`config.mk`:
```
export PLATFORM = sky130hd
export DESIGN_NAME = hazard_forwarding_unit
export DESIGN_NICKNAME = d
export VERILOG_FILES = /design/src/rtl/mips_pkg.sv /design/src/rtl/fwd_select.sv /design/src/rtl/hazard_forwarding_unit.sv
export SDC_FILE = /design/constraint.sdc
export NUM_CORES = 1
export LEC_CHECK = 0
export CAP_MARGIN = 20
export CORE_MARGIN = 5
export CORE_UTILIZATION = 53
export DETAILED_ROUTE_END_ITERATION = 6
export GPL_TIMING_DRIVEN = 0
export HOLD_SLACK_MARGIN = 0.03
export PLACE_DENSITY = 0.85
export RECOVER_POWER = 100
export SLEW_MARGIN = 40
export SYNTH_ARGS = -nofsm -noshare
export SYNTH_HDL_FRONTEND = slang
export SYNTH_SLANG_ARGS = --single-unit
```
`constraint.sdc`:
```
create_clock -name clk -period 3.6 [get_ports clk]
set_input_delay 0.54 -clock clk [delete_from_list [all_inputs] [get_ports clk]]
set_output_delay 0.54 -clock clk [all_outputs]
set_load 0.005 [all_outputs]
```
`src/rtl/mips_pkg.sv`:
```
// Shared definitions for the MIPS pipeline control blocks: forwarding select
// encodings and the shadow-pipeline entry used to track in-flight writers.
package mips_pkg;

  localparam logic [1:0] FWD_RF  = 2'b00;
  localparam logic [1:0] FWD_EX  = 2'b01;
  localparam logic [1:0] FWD_MEM = 2'b10;
  localparam logic [1:0] FWD_WB  = 2'b11;

  typedef struct packed {
    logic [4:0] dest;
    logic       rf_en;
    logic       load;
  } shadow_entry_t;

  localparam shadow_entry_t BUBBLE = '{dest: 5'd0, rf_en: 1'b0, load: 1'b0};

  // An in-flight writer produces a value this operand needs; r0 never counts.
  function automatic logic entry_hit(shadow_entry_t e, logic [4:0] r, logic uses);
    return e.rf_en && (e.dest != 5'd0) && (e.dest == r) && uses;
  endfunction

endpackage

```
`src/rtl/fwd_select.sv`:
```
// Per-operand forwarding select: picks the youngest in-flight writer of the
// operand and flags when that writer is a load still sitting in EX.
module fwd_select
  import mips_pkg::*;
(
  input  logic [4:0]    i_reg,
  input  logic          i_uses,
  input  shadow_entry_t i_ex,
  input  shadow_entry_t i_mem,
  input  shadow_entry_t i_wb,
  output logic [1:0]    o_sel,
  output logic          o_ex_load_hit
);

  logic w_hit_ex;
  logic w_hit_mem;
  logic w_hit_wb;

  assign w_hit_ex  = entry_hit(i_ex,  i_reg, i_uses);
  assign w_hit_mem = entry_hit(i_mem, i_reg, i_uses);
  assign w_hit_wb  = entry_hit(i_wb,  i_reg, i_uses);

  always_comb begin
    o_sel = FWD_RF;
    if (w_hit_ex)       o_sel = FWD_EX;
    else if (w_hit_mem) o_sel = FWD_MEM;
    else if (w_hit_wb)  o_sel = FWD_WB;
  end

  assign o_ex_load_hit = w_hit_ex && i_ex.load;

endmodule

```
`src/rtl/hazard_forwarding_unit.sv`:
```
// Hazard/forwarding controller: shadow copy of EX/MEM/WB destinations, operand
// forwarding selects, one-cycle load-use stall and a saturating stall counter.
module hazard_forwarding_unit
  import mips_pkg::*;
#(
  parameter int CNT_W = 16
) (
  input  logic             clk,
  input  logic             reset,
  input  logic [4:0]       id_rs,
  input  logic [4:0]       id_rt,
  input  logic             id_uses_rs,
  input  logic             id_uses_rt,
  input  logic [4:0]       id_dest,
  input  logic             id_rf_enable,
  input  logic             id_load_instr,
  output logic [1:0]       fwd_sel_a,
  output logic [1:0]       fwd_sel_b,
  output logic             control_mux,
  output logic             pc_le,
  output logic             npc_le,
  output logic             if_id_le,
  output logic [CNT_W-1:0] stall_count
);

  shadow_entry_t    r_ex;
  shadow_entry_t    r_mem;
  shadow_entry_t    r_wb;
  logic [CNT_W-1:0] r_stall_count;

  logic [1:0] w_sel_a;
  logic [1:0] w_sel_b;
  logic       w_load_hit_a;
  logic       w_load_hit_b;
  logic       w_stall;

  function automatic logic [CNT_W-1:0] sat_inc(logic [CNT_W-1:0] v);
    return (v == {CNT_W{1'b1}}) ? v : v + 1'b1;
  endfunction

  fwd_select u_fwd_a (
    .i_reg         (id_rs),
    .i_uses        (id_uses_rs),
    .i_ex          (r_ex),
    .i_mem         (r_mem),
    .i_wb          (r_wb),
    .o_sel         (w_sel_a),
    .o_ex_load_hit (w_load_hit_a)
  );

  fwd_select u_fwd_b (
    .i_reg         (id_rt),
    .i_uses        (id_uses_rt),
    .i_ex          (r_ex),
    .i_mem         (r_mem),
    .i_wb          (r_wb),
    .o_sel         (w_sel_b),
    .o_ex_load_hit (w_load_hit_b)
  );

  // Reset overrides everything so an in-progress stall is abandoned.
  assign w_stall     = !reset && (w_load_hit_a || w_load_hit_b);
  assign fwd_sel_a   = reset ? FWD_RF : w_sel_a;
  assign fwd_sel_b   = reset ? FWD_RF : w_sel_b;
  assign control_mux = w_stall;
  assign pc_le       = !w_stall;
  assign npc_le      = !w_stall;
  assign if_id_le    = !w_stall;
  assign stall_count = r_stall_count;

  always_ff @(posedge clk) begin
    if (reset) begin
      r_ex          <= BUBBLE;
      r_mem         <= BUBBLE;
      r_wb          <= BUBBLE;
      r_stall_count <= '0;
    end else begin
      r_wb  <= r_mem;
      r_mem <= r_ex;
      r_ex  <= w_stall ? BUBBLE
                       : '{dest: id_dest, rf_en: id_rf_enable, load: id_load_instr};
      if (w_stall) r_stall_count <= sat_inc(r_stall_count);
    end
  end

endmodule

```
* Yosys cells after proc, flatten, opt, wreduce, memory -nomap -nowiden
Index checks and enable logic that the tools add are counted. Widths: inputs -> output; s select.
Word-level totals: bits in registers 35, input bits 21
Cells by class: $add $sub $neg 1, muxes and demuxes 8, equality and inequality tests 7, bitwise operators 1, reduce and logical (&&, ||, !) cells 26
Operators with widths (count):
- $eq 5x5->1 | 6
- $logic_and 1x1->1 | 18
- $add 16x1->16 const B | 1
- $eq 16x16->1 const B | 1
- $mux 2 | 8
- $reduce_bool 5->1 | 3
- $logic_not 1->1 | 2
- $reduce_and 2->1 | 1
- $reduce_or 2->1 | 1
- $logic_or 1x1->1 | 1
- $not 1->1 | 1

* Depth between registers and ports, before layout
depth after elaboration 8, depth in mapped cells 8, depth with buffers taken out 7

* Cells and area by module
From an unflattened synthesis, not the netlist that was laid out.
Unflattened totals: cell total of the unflattened synthesis 224, area, all modules 1976.9 µm²
Modules (own cells, without submodules):
- hazard_forwarding_unit | cells each 154, times used 1, area an instance 1511.4 µm²
- fwd_select | cells each 35, times used 2, area an instance 232.7 µm²

* Worst setup path after synthesis
No wires, ideal clock.
kind input -> output, start point in id_rt[1], end point out npc_le, buffers on the path 1, arrival 1.748 ns, stages on the path 7, required time 3.060 ns, slack 1.312 ns, cell sequence xor2_1 > nor4_2 > and3_4 > or2_1 > and3_1 > nand2b_1 > buf_4
On the way: word-level cells in the longest chain between the ends 7
RTL lines:
- start: declaration | line hazard_forwarding_unit.sv:11 | input logic [4:0] id_rt,
- $eq 5x5->1 | line mips_pkg.sv:20 | return e.rf_en && (e.dest != 5'd0) && (e.dest == r) && uses;
- $logic_and 1x1->1 (2 in a row) | line mips_pkg.sv:20
- $logic_and 1x1->1 | line fwd_select.sv:30 | assign o_ex_load_hit = w_hit_ex && i_ex.load;
- $logic_or 1x1->1 | line hazard_forwarding_unit.sv:62 | assign w_stall = !reset && (w_load_hit_a || w_load_hit_b);
- $logic_and 1x1->1 | line hazard_forwarding_unit.sv:62
- $logic_not 1->1
- end: declaration | line hazard_forwarding_unit.sv:21 | output logic npc_le,
Every way passes these cells.

* Final worst setup path
start point in id_rt[1], end point out pc_le
On the way: word-level cells in the longest chain between the ends 7
RTL lines:
- $eq 5x5->1 | line mips_pkg.sv:20
- $logic_and 1x1->1 (2 in a row) | line mips_pkg.sv:20
- $logic_and 1x1->1 | line fwd_select.sv:30
- $logic_or 1x1->1 | line hazard_forwarding_unit.sv:62
- $logic_and 1x1->1 | line hazard_forwarding_unit.sv:62
- $logic_not 1->1 | line hazard_forwarding_unit.sv:66 | assign pc_le = !w_stall;
- end: declaration | line hazard_forwarding_unit.sv:20 | output logic pc_le,
Every way passes these cells.

==> impl_metrics.json <==
{
  "syn_inst": 214,
  "grt_overflow": 0,
  "grt_pass1_vias": 1727,
  "ios": 45,
  "skew_ps": 7.61,
  "critical_path_class": "input pin to output port",
  "synth_area_leaders": "dfxtp_1 (38%), xor2_1 (12%), nor2b_1 (4.7%), a21oi_1 (3.2%), or4_1 (3.2%)",
  "utilization_pct": 72.3,
  "combPwrFrac_pct": 9.5,
  "cts_buffers": 5,
  "clkLatencyLatePin_ps": 350,
  "cts.clk_slew.worst_paths_ps": 100,
  "crit_required_ps": 3060,
  "clkPwrFrac_pct": 41.8,
  "seq_power_share_pct": 48.6,
  "hold_class": "flip-flop to flip-flop",
  "n_antenna_cell": 0,
  "die_x_um": 69.4,
  "clock.fmax_mhz": 290,
  "drv_slew": 0,
  "rsz0062_at_grt": "no",
  "grt_start_max_net_pins": 12,
  "setup_viol": 0,
  "htree_levels": 2,
  "arrival_ps": 2910,
  "firstDrtPassIters": 4,
  "finalCritPeriodShare_pct": 95.9,
  "cp_max_fo": 5,
  "synth_nets": 236,
  "holdBufCountCts": 0,
  "async_reset_ff_share_pct": 0,
  "num_rows": 21,
  "port-buffer-count": 43,
  "p_sw_uw": 182,
  "via_count": 1743,
  "die_y_um": 69.4,
  "p_per_area_mw_per_mm2": 344,
  "slowest_delay_ps": 480,
  "cts_tree": "yes",
  "clockRootBuffer": "clkbuf_4",
  "cts_resized": 0,
  "status": "finished, final reports clean",
  "post_drt_wl_per_cell_um": 14.9,
  "cp_slowest_cell": "clkdlybuf4s50_1",
  "hold_viol": 0,
  "intPower_uw": 655,
  "synth.distinct_cells": 40,
  "floorplan.initialDensity_pct": 55.5,
  "cts_buffer_depth": 2,
  "cpMostUsedCell": "clkdlybuf4s50_1",
  "worstSetupStartpointType": "input pin",
  "synth-edff-count": 0,
  "fill_cells": 291,
  "power_leakage_nw": 0.917,
  "layout.area.seq_sq_um": 701,
  "drc": 0,
  "ys.flop_type": "dfxtp_1",
  "fin_nets": 286,
  "drive_gt1_share_pct": 6.04,
  "grt_first_pass_wirelength_um": 8040,
  "synth_seq_cells": 35,
  "vias_per_cell": 5.60,
  "hold_ws_ps": 475,
  "ys_top_cells_by_count": "dfxtp_1 (35), xor2_1 (26), nor2_1 (15)",
  "track_usage_pct": 20.5,
  "syn_area_per_cell_sq_um": 8.72,
  "ant_nets": 0,
  "ir_drop_mv": 0.281,
  "dr.first_iter.drc_count": 84,
  "place_hpwl_um": 3670,
  "fin_crit_ps": 3450,
  "clock_sinks": 35,
  "synth.yosys.seq_area_share_pct": 37.5,
  "die_area_sq_mm": 0.00481,
  "yosys_warnings": 0,
  "postCtsSetupBuffers": 0,
  "worstPathCellList": "clkdlybuf4s50_1 > xor2_1 > nor4_2 > and3_4 > or2_0 > and3_1 > nand2b_1 > clkbuf_4 > clkdlybuf4s50_1",
  "core_area_sq_mm": 0.00336,
  "yosysTopAreaCell": "dfxtp_1",
  "cp-end-kind": "output port",
  "antenna_found_initial": 0,
  "synthMostInstantiatedCell": "dfxtp_1",
  "sw_frac_of_total_pct": 21.7,
  "multi_input_area_sq_mm": 0.00109,
  "area_growth_pct": 30.3,
  "wl_um": 4640,
  "setup_tns_ps": 0,
  "synth_top_area_share_pct": 37.5,
  "syn-cell-area_sq_mm": 0.00187,
  "relSlewSlack_pct": 59.7,
  "worst_slew_pin_slew_ps": 603,
  "globalplace.congestion": 0.936,
  "cap_violations": 0
}
-- worst max-delay path: cells and delay by family --
family	cells	cell delay, ps
xor gates and xnor gates	1	180
buffers and inverters	3	1060
and+or+nand+nor	5	1140
-- path summary, 6_finish.rpt --
path | from | to | slack (ps) | depth (start not counted)
worst max-delay path | id_rt[1] | pc_le | 150 | 9
worst min-delay path | r_mem[1] | r_wb[1] | 470 | 1
worst max register to register | r_ex[2] | stall_count[1] | 1100 | 7
worst min register to register | r_mem[1] | r_wb[1] | 470 | 1
-- layout by cell type, fill, tap and decap left out, types with 7 or more instances in the layout --
master	n
or4_1	8
clkbuf_4	7
a21oi_1	12
nor2b_1	14
nor2_1	16
clkdlybuf4s50_1	26
o21ai_0	8
dfxtp_1	35
xor2_1	26
nor4_1	8
nand3_1	11
clkbuf_1	7
dlygate4sd3_1	17
-- power by group through the flow --
stage,clock network (mW),registers (mW),logic (mW)
floorplan,0,0.412,0.0443
global placement,0,0.415,0.0783
detailed placement,0,0.416,0.0812
CTS,0.353,0.407,0.0817
global route,0.372,0.408,0.0879
finish,0.350,0.407,0.0799
-- routing by layer --
metal | vias to the layer above | part of all wire, % | global-route usage, %
li1 | 855 | - | -
met1 | 811 | 44 | 26.5
met2 | 63 | 46 | 31.1
met3 | 14 | 7.2 | 5.80
met4 | 0 | 2.7 | 9.98
met5 | - | 0 | 0
-- per-stage QoR --
step                setup slack [ps]  cells  power [mW]  area (sq um)
floorplan                       1310    214       0.456          1870
global placement                 182    303       0.493          2350
detailed placement               169    303       0.497          2350
CTS                              175    311       0.841          2460
global route                    25.1    311       0.868          2430
finish                           148    311       0.837          2430
-- cell type report --
type                    instances  share of cell area (%)
plain buffers                   8                    1.54
flip-flops and latches         35                    28.8
clock buffers                   6                    1.70
clock inverters                 2                    2.47
multi-input cells             168                    45.0
repair buffers                 43                    17.7
well taps                      46                    2.37
inverters                       3                   0.463
-- flip-flops by register name (all words and copies together) (netlist names) --
signal / flops
stall_count: 16
r_wb: 6
r_ex: 7
r_mem: 6
-- cells by family after synthesis --
logic type / synth area share [%]
AO/OA/AOI/OAI: 11.7
XOR/XNOR: 15.0
adder cells (fa/ha/maj): 0.670
buffers and inverters: 3.02
flip-flops: 37.5
multiplexers: 1.14
AND/OR/NAND/NOR: 30.9
No activity file was read; power rests on OpenSTA's default activity.
